<file path="config.mk">
export PLATFORM = sky130hd
export DESIGN_NAME = updown_cmd_arbiter
export DESIGN_NICKNAME = d
export VERILOG_FILES = /design/src/rtl/updown_cmd_arbiter.sv
export SDC_FILE = /design/constraint.sdc
export NUM_CORES = 1
export LEC_CHECK = 0
export CAP_MARGIN = 10
export CORE_MARGIN = 1.5
export CORE_UTILIZATION = 54
export CTS_BUF_LIST = sky130_fd_sc_hd__clkbuf_4 sky130_fd_sc_hd__clkbuf_8 sky130_fd_sc_hd__clkbuf_16
export DETAILED_ROUTE_END_ITERATION = 8
export PLACE_DENSITY = 0.9
export SYNTH_ARGS = -nofsm -noshare
export SYNTH_HDL_FRONTEND = slang
export SYNTH_SLANG_ARGS = --single-unit
</file>
<file path="constraint.sdc">
create_clock -name clk -period 2.5 [get_ports clk]
set_input_delay 0.375 -clock clk [delete_from_list [all_inputs] [get_ports clk]]
set_output_delay 0.375 -clock clk [all_outputs]
set_load 0.01 [all_outputs]
</file>
<file path="src/rtl/updown_cmd_arbiter.sv">
// Merges button and UART commands into counter controls (en/clear/mode) and
// queues one acknowledgement byte per pending command class to the UART TX.
//
// state    | meaning
// TX_IDLE  | waiting for a pending ack and an idle transmitter
// TX_START | tx_start pulse, tx_data holds the selected ack byte
// TX_WAIT  | waiting for tx_done or the timeout
module updown_cmd_arbiter #(
  parameter bit ECHO_EN    = 1'b1,
  parameter int TX_TIMEOUT = 1_000_000
) (
  input  logic       clk,
  input  logic       rst,
  input  logic       btn_run,
  input  logic       btn_clear,
  input  logic       btn_mode,
  input  logic [7:0] rx_data,
  input  logic       rx_done,
  input  logic       tx_busy,
  input  logic       tx_done,
  output logic       en,
  output logic       clear,
  output logic       mode,
  output logic [7:0] tx_data,
  output logic       tx_start,
  output logic       tx_err
);

  localparam int CW = (TX_TIMEOUT > 2) ? $clog2(TX_TIMEOUT) : 1;
  localparam logic [CW-1:0] CNT_LAST = CW'(TX_TIMEOUT - 1);

  typedef enum logic [1:0] {
    TX_IDLE  = 2'd0,
    TX_START = 2'd1,
    TX_WAIT  = 2'd2
  } tx_state_t;

  tx_state_t     state, state_next;
  logic          btn_run_d, btn_clear_d, btn_mode_d;
  logic          is_r, is_c, is_m;
  logic          run_evt, clear_evt, mode_evt, unk_evt;
  logic          flag_c, flag_rs, flag_ud, flag_q, any_flag;
  logic          clr_c, clr_rs, clr_ud, clr_q;
  logic          load, timeout;
  logic [7:0]    sel_byte;
  logic [CW-1:0] cnt;

  assign is_r = (rx_data == 8'h72) || (rx_data == 8'h52);
  assign is_c = (rx_data == 8'h63) || (rx_data == 8'h43);
  assign is_m = (rx_data == 8'h6D) || (rx_data == 8'h4D);

  // Button and UART sources of the same command OR together: one toggle per cycle.
  assign run_evt   = (btn_run & ~btn_run_d) | (rx_done & is_r);
  assign clear_evt = (btn_clear & ~btn_clear_d) | (rx_done & is_c);
  assign mode_evt  = (btn_mode & ~btn_mode_d) | (rx_done & is_m);
  assign unk_evt   = rx_done & ~(is_r | is_c | is_m);

  assign any_flag = flag_c | flag_rs | flag_ud | flag_q;
  assign tx_start = (state == TX_START);

  always_ff @(posedge clk or posedge rst) begin
    if (rst) begin
      btn_run_d   <= 1'b0;
      btn_clear_d <= 1'b0;
      btn_mode_d  <= 1'b0;
      en          <= 1'b0;
      mode        <= 1'b0;
      clear       <= 1'b0;
    end else begin
      btn_run_d   <= btn_run;
      btn_clear_d <= btn_clear;
      btn_mode_d  <= btn_mode;
      en          <= en ^ run_evt;
      mode        <= mode ^ mode_evt;
      clear       <= clear_evt;
    end
  end

  // A new event in the same cycle its flag is being serviced keeps the flag set.
  always_ff @(posedge clk or posedge rst) begin
    if (rst) begin
      flag_c  <= 1'b0;
      flag_rs <= 1'b0;
      flag_ud <= 1'b0;
      flag_q  <= 1'b0;
    end else begin
      flag_c  <= (flag_c & ~clr_c) | clear_evt;
      flag_rs <= (flag_rs & ~clr_rs) | run_evt;
      flag_ud <= (flag_ud & ~clr_ud) | mode_evt;
      flag_q  <= (flag_q & ~clr_q) | unk_evt;
    end
  end

  always_comb begin
    sel_byte = 8'h3F;
    if (flag_c)       sel_byte = 8'h43;
    else if (flag_rs) sel_byte = en ? 8'h52 : 8'h53;
    else if (flag_ud) sel_byte = mode ? 8'h44 : 8'h55;
  end

  always_ff @(posedge clk or posedge rst) begin
    if (rst) state <= TX_IDLE;
    else     state <= state_next;
  end

  always_comb begin
    state_next = state;
    load       = 1'b0;
    timeout    = 1'b0;
    clr_c      = 1'b0;
    clr_rs     = 1'b0;
    clr_ud     = 1'b0;
    clr_q      = 1'b0;
    case (state)
      TX_IDLE: begin
        if (ECHO_EN && any_flag && !tx_busy) begin
          load       = 1'b1;
          state_next = TX_START;
          if (flag_c)       clr_c  = 1'b1;
          else if (flag_rs) clr_rs = 1'b1;
          else if (flag_ud) clr_ud = 1'b1;
          else              clr_q  = 1'b1;
        end
      end
      TX_START: state_next = TX_WAIT;
      TX_WAIT: begin
        if (tx_done) begin
          state_next = TX_IDLE;
        end else if (cnt == CNT_LAST) begin
          timeout    = 1'b1;
          state_next = TX_IDLE;
        end
      end
      default: state_next = TX_IDLE;
    endcase
  end

  always_ff @(posedge clk or posedge rst) begin
    if (rst) begin
      tx_data <= 8'h00;
      cnt     <= '0;
      tx_err  <= 1'b0;
    end else begin
      if (load) tx_data <= sel_byte;
      if (state == TX_START)     cnt <= '0;
      else if (state == TX_WAIT) cnt <= cnt + CW'(1);
      if (timeout) tx_err <= 1'b1;
    end
  end

endmodule
</file>
---- After elaboration in Yosys (flattened, before gate mapping) ----
Cells that the tools add are included.
operators by class
  $add $sub $neg .......................... 1
  equality and inequality tests ........... 11
  mux-type cells .......................... 33
  bitwise logic cells ..................... 33
  reductions and logical operators ........ 8
operators by type and width
  cell                   count
  $eq 8x7->1 const B     6
  $mux 20                2
  $mux 1                 23
  $mux 7                 3
  $add 20x1->20 const B  1
  $eq 20x20->1 const B   1
  $or 1x1->1             12
  $and 1x1->1            11
  $not 1->1              8
  $mux 2                 3
  $pmux 2 s3             1
  $mux 5                 1
  $logic_or 1x1->1       3
  $ne 3x3->1 const B     1
  $eq 2x1->1 const B     1
  $eq 2x2->1 const B     1
  $logic_not 2->1        1
  $ne 2x2->1 const B     1
  $reduce_and 2->1       1
  $reduce_bool 2->1      1
  $xor 1x1->1            2
  $logic_and 1x1->1      1
  $logic_not 1->1        1
word-level totals
  register bits after elaboration ......... 41
  output and inout port bits .............. 13
  word-level logic and storage cells ...... 100

---- Longest topological paths before layout ----
Gate-level depths: netlist of the first run.
  depth in word-level cells ............... 9
  gate-level depth with buffers ........... 7
  mapped depth without buffers ............ 6

---- Worst setup path after synthesis of the first run ----
Ideal clock, no wire load.
  kind .................................... flip-flop to flip-flop
  from .................................... register state[0]
  to ...................................... register cnt[14]
  data arrival time ....................... 1.925 ns
  data required time ...................... 2.422 ns
  path slack .............................. 0.497 ns
  cell stages (with the launch flop) ...... 8
  clock period less this slack ............ 2.003 ns
  path through ............................ dfrtp_1 -> inv_1 -> ha_1 -> nand4_2 -> or4_1 -> buf_2 -> or3_1 -> a21oi_1
on the way
  longest elaborated chain between the ends .. 2
  elaborated cells on any way between the ends .. 4
  classes of those cells .................. 2 x eq/ne; 1 x mux; 1 x reduce/logical
RTL lines
  item                                                 line      RTL
  from (decl)                                          38        tx_state_t state, state_next;
  from (signal assigned)                               103       else state <= state_next;
  $eq 2x1->1 / $eq 2x2->1 (equally long branches)      145, 146
  $mux 20 / $reduce_bool 2->1 (equally long branches)  -
  to (signal assigned)                                 146       else if (state == TX_WAIT) cnt <= cnt + CW'(1);
  to (decl)                                            46        logic [CW-1:0] cnt;
Several ways; a longest one is shown, not always the timed one.
A chain may end at the register's enable or synchronous reset.

---- Worst setup path in the final report of the first run ----
  from .................................... register state[0]
  to ...................................... register cnt[13]
Same word-level chain as after synthesis.

==> reports/metrics.cfg, run 1 <==
[finish]
final_cell_mix=39 x dfrtp_1, 26 x clkdlybuf4s50_1, 15 x nand2_1, 15 x inv_1, 14 x a21oi_1
final_common_cell=dfrtp_1
areaGrowthSynthToFinish_pct=21.44
antenna_cells=0
drive_above_1_share_pct=10.59
final_util_pct=70.41
nNetsFinal=255

[yosys]
ys_types=50
synth_warnings=0
syn-num-nets=223
synthTopCellsByArea=dfrtp_1 49%, a21oi_1 3.5%, inv_1 2.8%, mux2_2 2.8%, nand2_1 2.8%
synth-edff-count=0
synth_area_um2=1996
syn-mean-instance-area_um2=9.831
synth-main-ff-cell=dfrtp_1
seq_area_frac_synth_pct=48.90
yosysTopAreaCellShare_pct=48.90
ys_async_sr_fraction_pct=100.0
synth_cells=203
synth_top_area_cell=dfrtp_1
ys_seq_elements=39

[detailed_routing]
ant_nets=0
vias=1634
drc=0
wl_per_cell_um=14.31
drt_iter0_drc=67
firstDrtPassIters=4
avgViaCountPerCell=5.794
drt_wl_total_um=4036

[clock_network]
cts_root_buffer=clkbuf_8
tritoncts=built
clkSinkCount=39
cts_buffers=5
cts_hold_buf=0
postCtsSetupBuffers=0
cts_resized=0
htree_levels=2
clock_path_buffers=2
clkLatencyLatePin_ns=0.29
cts.clk_slew.worst_paths_ns=0.07

[worst_setup_path]
crit_arrival_ns=2.48
crit_type=reg2reg
critPathCaptureType=flip-flop
cp_max_fo=11
required_ns=2.72
crit_path_max_incr_delay_ns=0.56
cp_top_family=simple AND/OR/NAND/NOR gates
crit_buf_inv=2
cp_cell_sequence=inv_1, ha_1, buf_4, and4_2, nand3_1, or4_1, a21oi_1
worstSetupStartpointType=flip-flop
critPathSlowestCell=or4_1

[min_path]
hp-class=in2async

[floorplan]
coreArea_um2=3442
die_area_um2=4069
initial_core_util_pct=57.98
die-width_um=63.79
num_rows=21
die_y_um=63.79
io-pin-count=29

[power_and_ir_drop]
power_density_nw_per_um2=888.0
p_leak_nw=1.011
total_power_mw=2.152
ir_drop_uv=570.8

[placement]
dp_hpwl_um=2919
gp_congestion=0.8332
io_buffers=26

[global_route]
grt_pass1_vias=1546
grtUsageTotal_pct=22.01
grt_pass1_wl_um=6955
grt-ovfl-total=0
antenna_found_initial=0
grt_max_degree=40

[timing]
grt_setup_unrepaired=false
drv_slew=0
min_period_over_period_pct=90.35
slew_headroom_pct=61.95
fin_skew_ns=0.002969
finalSetupTns_ns=0
layout_min_cycle_time_ns=2.259
fmax_mhz=442.7
tightest_slew_ns=0.5655
setup_viol=0
hold_viol=0

[run]
max-cap-violations=0

[run_status]
status=completed

## cell type report
cell class                      count  area (µm²)
Timing Repair Buffer               31       297.8
Inverter                           15       56.30
Fill cell                         266        1018
Clock buffer                        8       103.9
Sequential cell                    39       975.9
Multi-Input combinational cell    143       932.1
Tap cell                           46       57.56
## routing by layer
| metal | GRT usage [%] | part of all wire [%] | vias to the layer above |
|---|---|---|---|
| met5 | 0 | 0 | - |
| met4 | 7.337 | 1.0 | 0 |
| met3 | 7.218 | 4.7 | 5 |
| met2 | 33.72 | 49 | 42 |
| met1 | 29.47 | 45 | 790 |
| li1 | - | - | 797 |
## cells in the mapped netlist, types with 2 or more instances
library cell  count
dfrtp_1          39
inv_1            15
nand2_1          15
a21oi_1          14
nor2_1           13
o21ai_0          11
nand3_1           7
mux2_2            5
nor2b_1           5
ha_1              4
nand4_1           4
nor4_1            4
or3_1             4
xnor2_1           4
and2_1            3
clkbuf_1          3
nand3b_1          3
nor3_1            3
o22ai_1           3
o31ai_1           3
or4_1             3
xor2_1            3
a31o_2            2
a31oi_1           2
a32o_1            2
and3_1            2
buf_4             2
nand2b_1          2
nor4b_1           2
## final timing paths
| kind | end | slack (ns) | cells past startpoint | startpoint |
|---|---|---|---|---|
| hold reg to reg | en | 0.50 | 1 | en |
| max in group asynchronous | tx_data[5] | 1.67 | 3 | rst |
| min in group clk | en | 0.50 | 1 | en |
| setup reg to reg | cnt[13] | 0.24 | 7 | state[0] |
| setup / recovery | cnt[13] | 0.24 | 7 | state[0] |
| hold / removal | mode | 0.50 | 3 | rst |
## registers in the layout (all words and copies together) (netlist names)
signal / flops
btn_clear_d: 1
btn_mode_d: 1
btn_run_d: 1
clear: 1
cnt: 20
en: 1
flag_c: 1
flag_q: 1
flag_rs: 1
flag_ud: 1
mode: 1
state: 2
tx_data: 6
tx_err: 1
## power by group
part	internal, mW	switching (mW)
Clock	0.262	0.211
Combinational	0.382	0.383
Sequential	0.766	0.147
## cells by family after synthesis
kind of cell,Yosys count,synth area share [%]
compound gates,45,14.48
buf+inv,21,4.388
xor+xnor,7,3.072
mux,6,3.323
fa+ha+maj,4,2.508
other cells,1,0.1879
simple gates,80,23.13
flops,39,48.90
## worst reg2reg max path, cell delays in order, from the launching register on
cell and delay (ns):
dfrtp_1 0.39, inv_1 0.09, ha_1 0.31, buf_4 0.17, and4_2 0.28, nand3_1 0.22
or4_1 0.56, a21oi_1 0.15
## through the flow
stage / hold slack (ns) / cell area, µm² / instances / setup WS, ns
final: 0.4977 / 2424 / 282 / 0.2413
after global routing: 0.5230 / 2424 / 282 / 0.1086
after CTS: 0.5019 / 2424 / 282 / 0.2537
after detailed placement: 0.4891 / 2320 / 274 / 0.2912
after global placement: 0.4667 / 2320 / 274 / 0.3485
after floorplan: 0.4064 / 1996 / 203 / 0.4974
Note: power is estimated with default switching activity, not from simulation.
==> run 2: changes to the inputs <==
--- a/config.mk
+++ b/config.mk
@@ -6,11 +6,12 @@
 export NUM_CORES = 1
 export LEC_CHECK = 0
 export CAP_MARGIN = 10
+export CORE_ASPECT_RATIO = 2
 export CORE_MARGIN = 1.5
-export CORE_UTILIZATION = 54
+export CORE_UTILIZATION = 58
 export CTS_BUF_LIST = sky130_fd_sc_hd__clkbuf_4 sky130_fd_sc_hd__clkbuf_8 sky130_fd_sc_hd__clkbuf_16
 export DETAILED_ROUTE_END_ITERATION = 8
-export PLACE_DENSITY = 0.9
+export PLACE_DENSITY = 0.95
 export SYNTH_ARGS = -nofsm -noshare
 export SYNTH_HDL_FRONTEND = slang
 export SYNTH_SLANG_ARGS = --single-unit
==> constraint.sdc (replaced) <==
create_clock -name clk -period 2.6 [get_ports clk]
set_input_delay 0.39 -clock clk [delete_from_list [all_inputs] [get_ports clk]]
set_output_delay 0.39 -clock clk [all_outputs]
set_load 0.01 [all_outputs]
==> run 2 against run 1 <==
Wire length grew 6.7%. Register-to-register slack worse by 0.04 ns. Combinational power down 4.8%. Hold slack worse by 0.0084 ns. Sequential cell count did not move.
==> reports/metrics.cfg, run 2 (synthesis gave the netlist of run 1 again) <==
[finish]
final_cell_mix=39 x dfrtp_1, 26 x clkdlybuf4s50_1, 15 x nand2_1, 15 x inv_1, 14 x a21oi_1
fin_area_um2=2426
areaGrowthSynthToFinish_pct=21.57
final_common_cell=dfrtp_1
reg_top3=cnt: 20 flops, tx_data: 6 flops, state: 2 flops
drive_above_1_share_pct=10.26
antenna_cells=0
largest-register=cnt
fill_cells=235
final_util_pct=72.62
nNetsFinal=253
largest_reg_flops=20

[global_route]
grtUsageMet1_pct=27.83
grt_max_degree=40
grt-ovfl-total=0
grt_pass1_vias=1679
antenna_found_initial=0
grt_pass1_wl_um=7272
met2_usage_pct=45.06
busiest_layer=met2
grtUsageTotal_pct=25.92
grt_use_met3_pct=4.632

[detailed_routing]
drc=0
firstDrtPassIters=6
wl_per_cell_um=16.19
drt_wl_total_um=4306
avgViaCountPerCell=6.211
ant_nets=0
drt_iter0_drc=64
vias=1652

[worst_setup_path]
startpoint=state[0]
required_ns=2.82
crit_type=reg2reg
cp_max_fo=12
r2r-start=state[0]
crit_arrival_ns=2.62
worstSetupStartpointType=flip-flop
critPathCaptureType=flip-flop
reg2reg_slack_ns=0.20

[floorplan]
coreArea_um2=3341
num_rows=30
die_area_um2=3823
io-pin-count=29
die_y_um=85.96
die-width_um=44.48
initial_core_util_pct=59.74

[clock_network]
cts_hold_buf=0
clkSinkCount=39
tritoncts=built
htree_levels=2
cts_resized=0
cts_buffers=5
clkLatencyLatePin_ns=0.30
clock_path_buffers=2
postCtsSetupBuffers=0
cts.clk_slew.worst_paths_ns=0.07
cts_root_buffer=clkbuf_8

[min_path]
hp-start=tx_err
hp-class=reg2reg

[timing]
slew_headroom_pct=61.39
tightest_slew_ns=0.5761
fin_skew_ns=0.004771
min_period_over_period_pct=92.34
holdWs_ns=0.4893
grt_setup_unrepaired=false
hold_viol=0
setup_viol=0
drv_slew=0
finalSetupTns_ns=0
layout_min_cycle_time_ns=2.401
fmax_mhz=416.5

[power_and_ir_drop]
power_frac_comb_pct=32.9
total_power_mw=2.218
p_leak_nw=1.014
seq_power_share_pct=39.7
clkPwrFrac_pct=27.4
power_density_nw_per_um2=914.3
power.net_switching_mw=0.7298
ir_drop_uv=678.2
p_int_mw=1.488
switching_share_pct=32.90

[placement]
gp_congestion=0.8453
placed_cell_area_um2=2287
io_buffers=26
dp_hpwl_um=3155

[run_status]
status=completed

[run]
max-cap-violations=0

run 2: cell count changes in the layout (fill, tap and decap cells not counted):
| cell | previous run | this run |
|---|---|---|
| bufinv_16 | 0 | 2 |
| ha_2 | 0 | 1 |
| buf_4 | 5 | 3 |
| ha_1 | 4 | 3 |
| clkbuf_8 | 7 | 5 |
run 2: metrics by stage:
stage,std cells,setup slack (ns)
6_report,266,0.1991
5_1_grt,266,0.07381
4_1_cts,266,0.1314
3_5_place_dp,258,0.1674
3_3_place_gp,258,0.2437
2_1_floorplan,203,0.5974
run 2: cell type report:
class                      instances  area [µm²]  area share (%)
inverter                          15       56.30           2.321
tap                               32       40.04           1.650
timing repair buffer              29       282.8           11.66
clock inverter                     2       60.06           2.475
sequential                        39       975.9           40.23
clock buffer                       6       76.32           3.146
multi-input combinational        143       934.6           38.52
run 2: power groups by stage:
stage | Clock, mW | Combinational [mW] | Sequential, mW
finish | 0.609 | 0.729 | 0.880
global route | 0.632 | 0.813 | 0.899
CTS | 0.613 | 0.718 | 0.876
detailed placement | 0 | 0.714 | 0.886
global placement | 0 | 0.692 | 0.879
floorplan | 0 | 0.468 | 0.871
run 2: final timing paths:
| path | to | cells after the start |
|---|---|---|
| hold / removal | tx_err | 1 |
| min in group asynchronous | tx_data[5] | 3 |
| hold reg to reg | tx_err | 1 |
| max in group asynchronous | cnt[18] | 3 |
| setup / recovery | cnt[18] | 6 |
| setup reg to reg | cnt[18] | 6 |
run 2: routing by layer:
metal	vias to the layer above	wire (µm)
li1	797	-
met1	789	1530
met2	52	2471
met3	14	164
met4	0	140
met5	-	0
run 2: worst max-delay path, stage by stage, from the launching register on:
cell	delay [ns]
dfrtp_1	0.39
inv_1	0.10
ha_2	0.45
nand4_2	0.18
or4_1	0.67
or3_1	0.39
a21oi_1	0.15
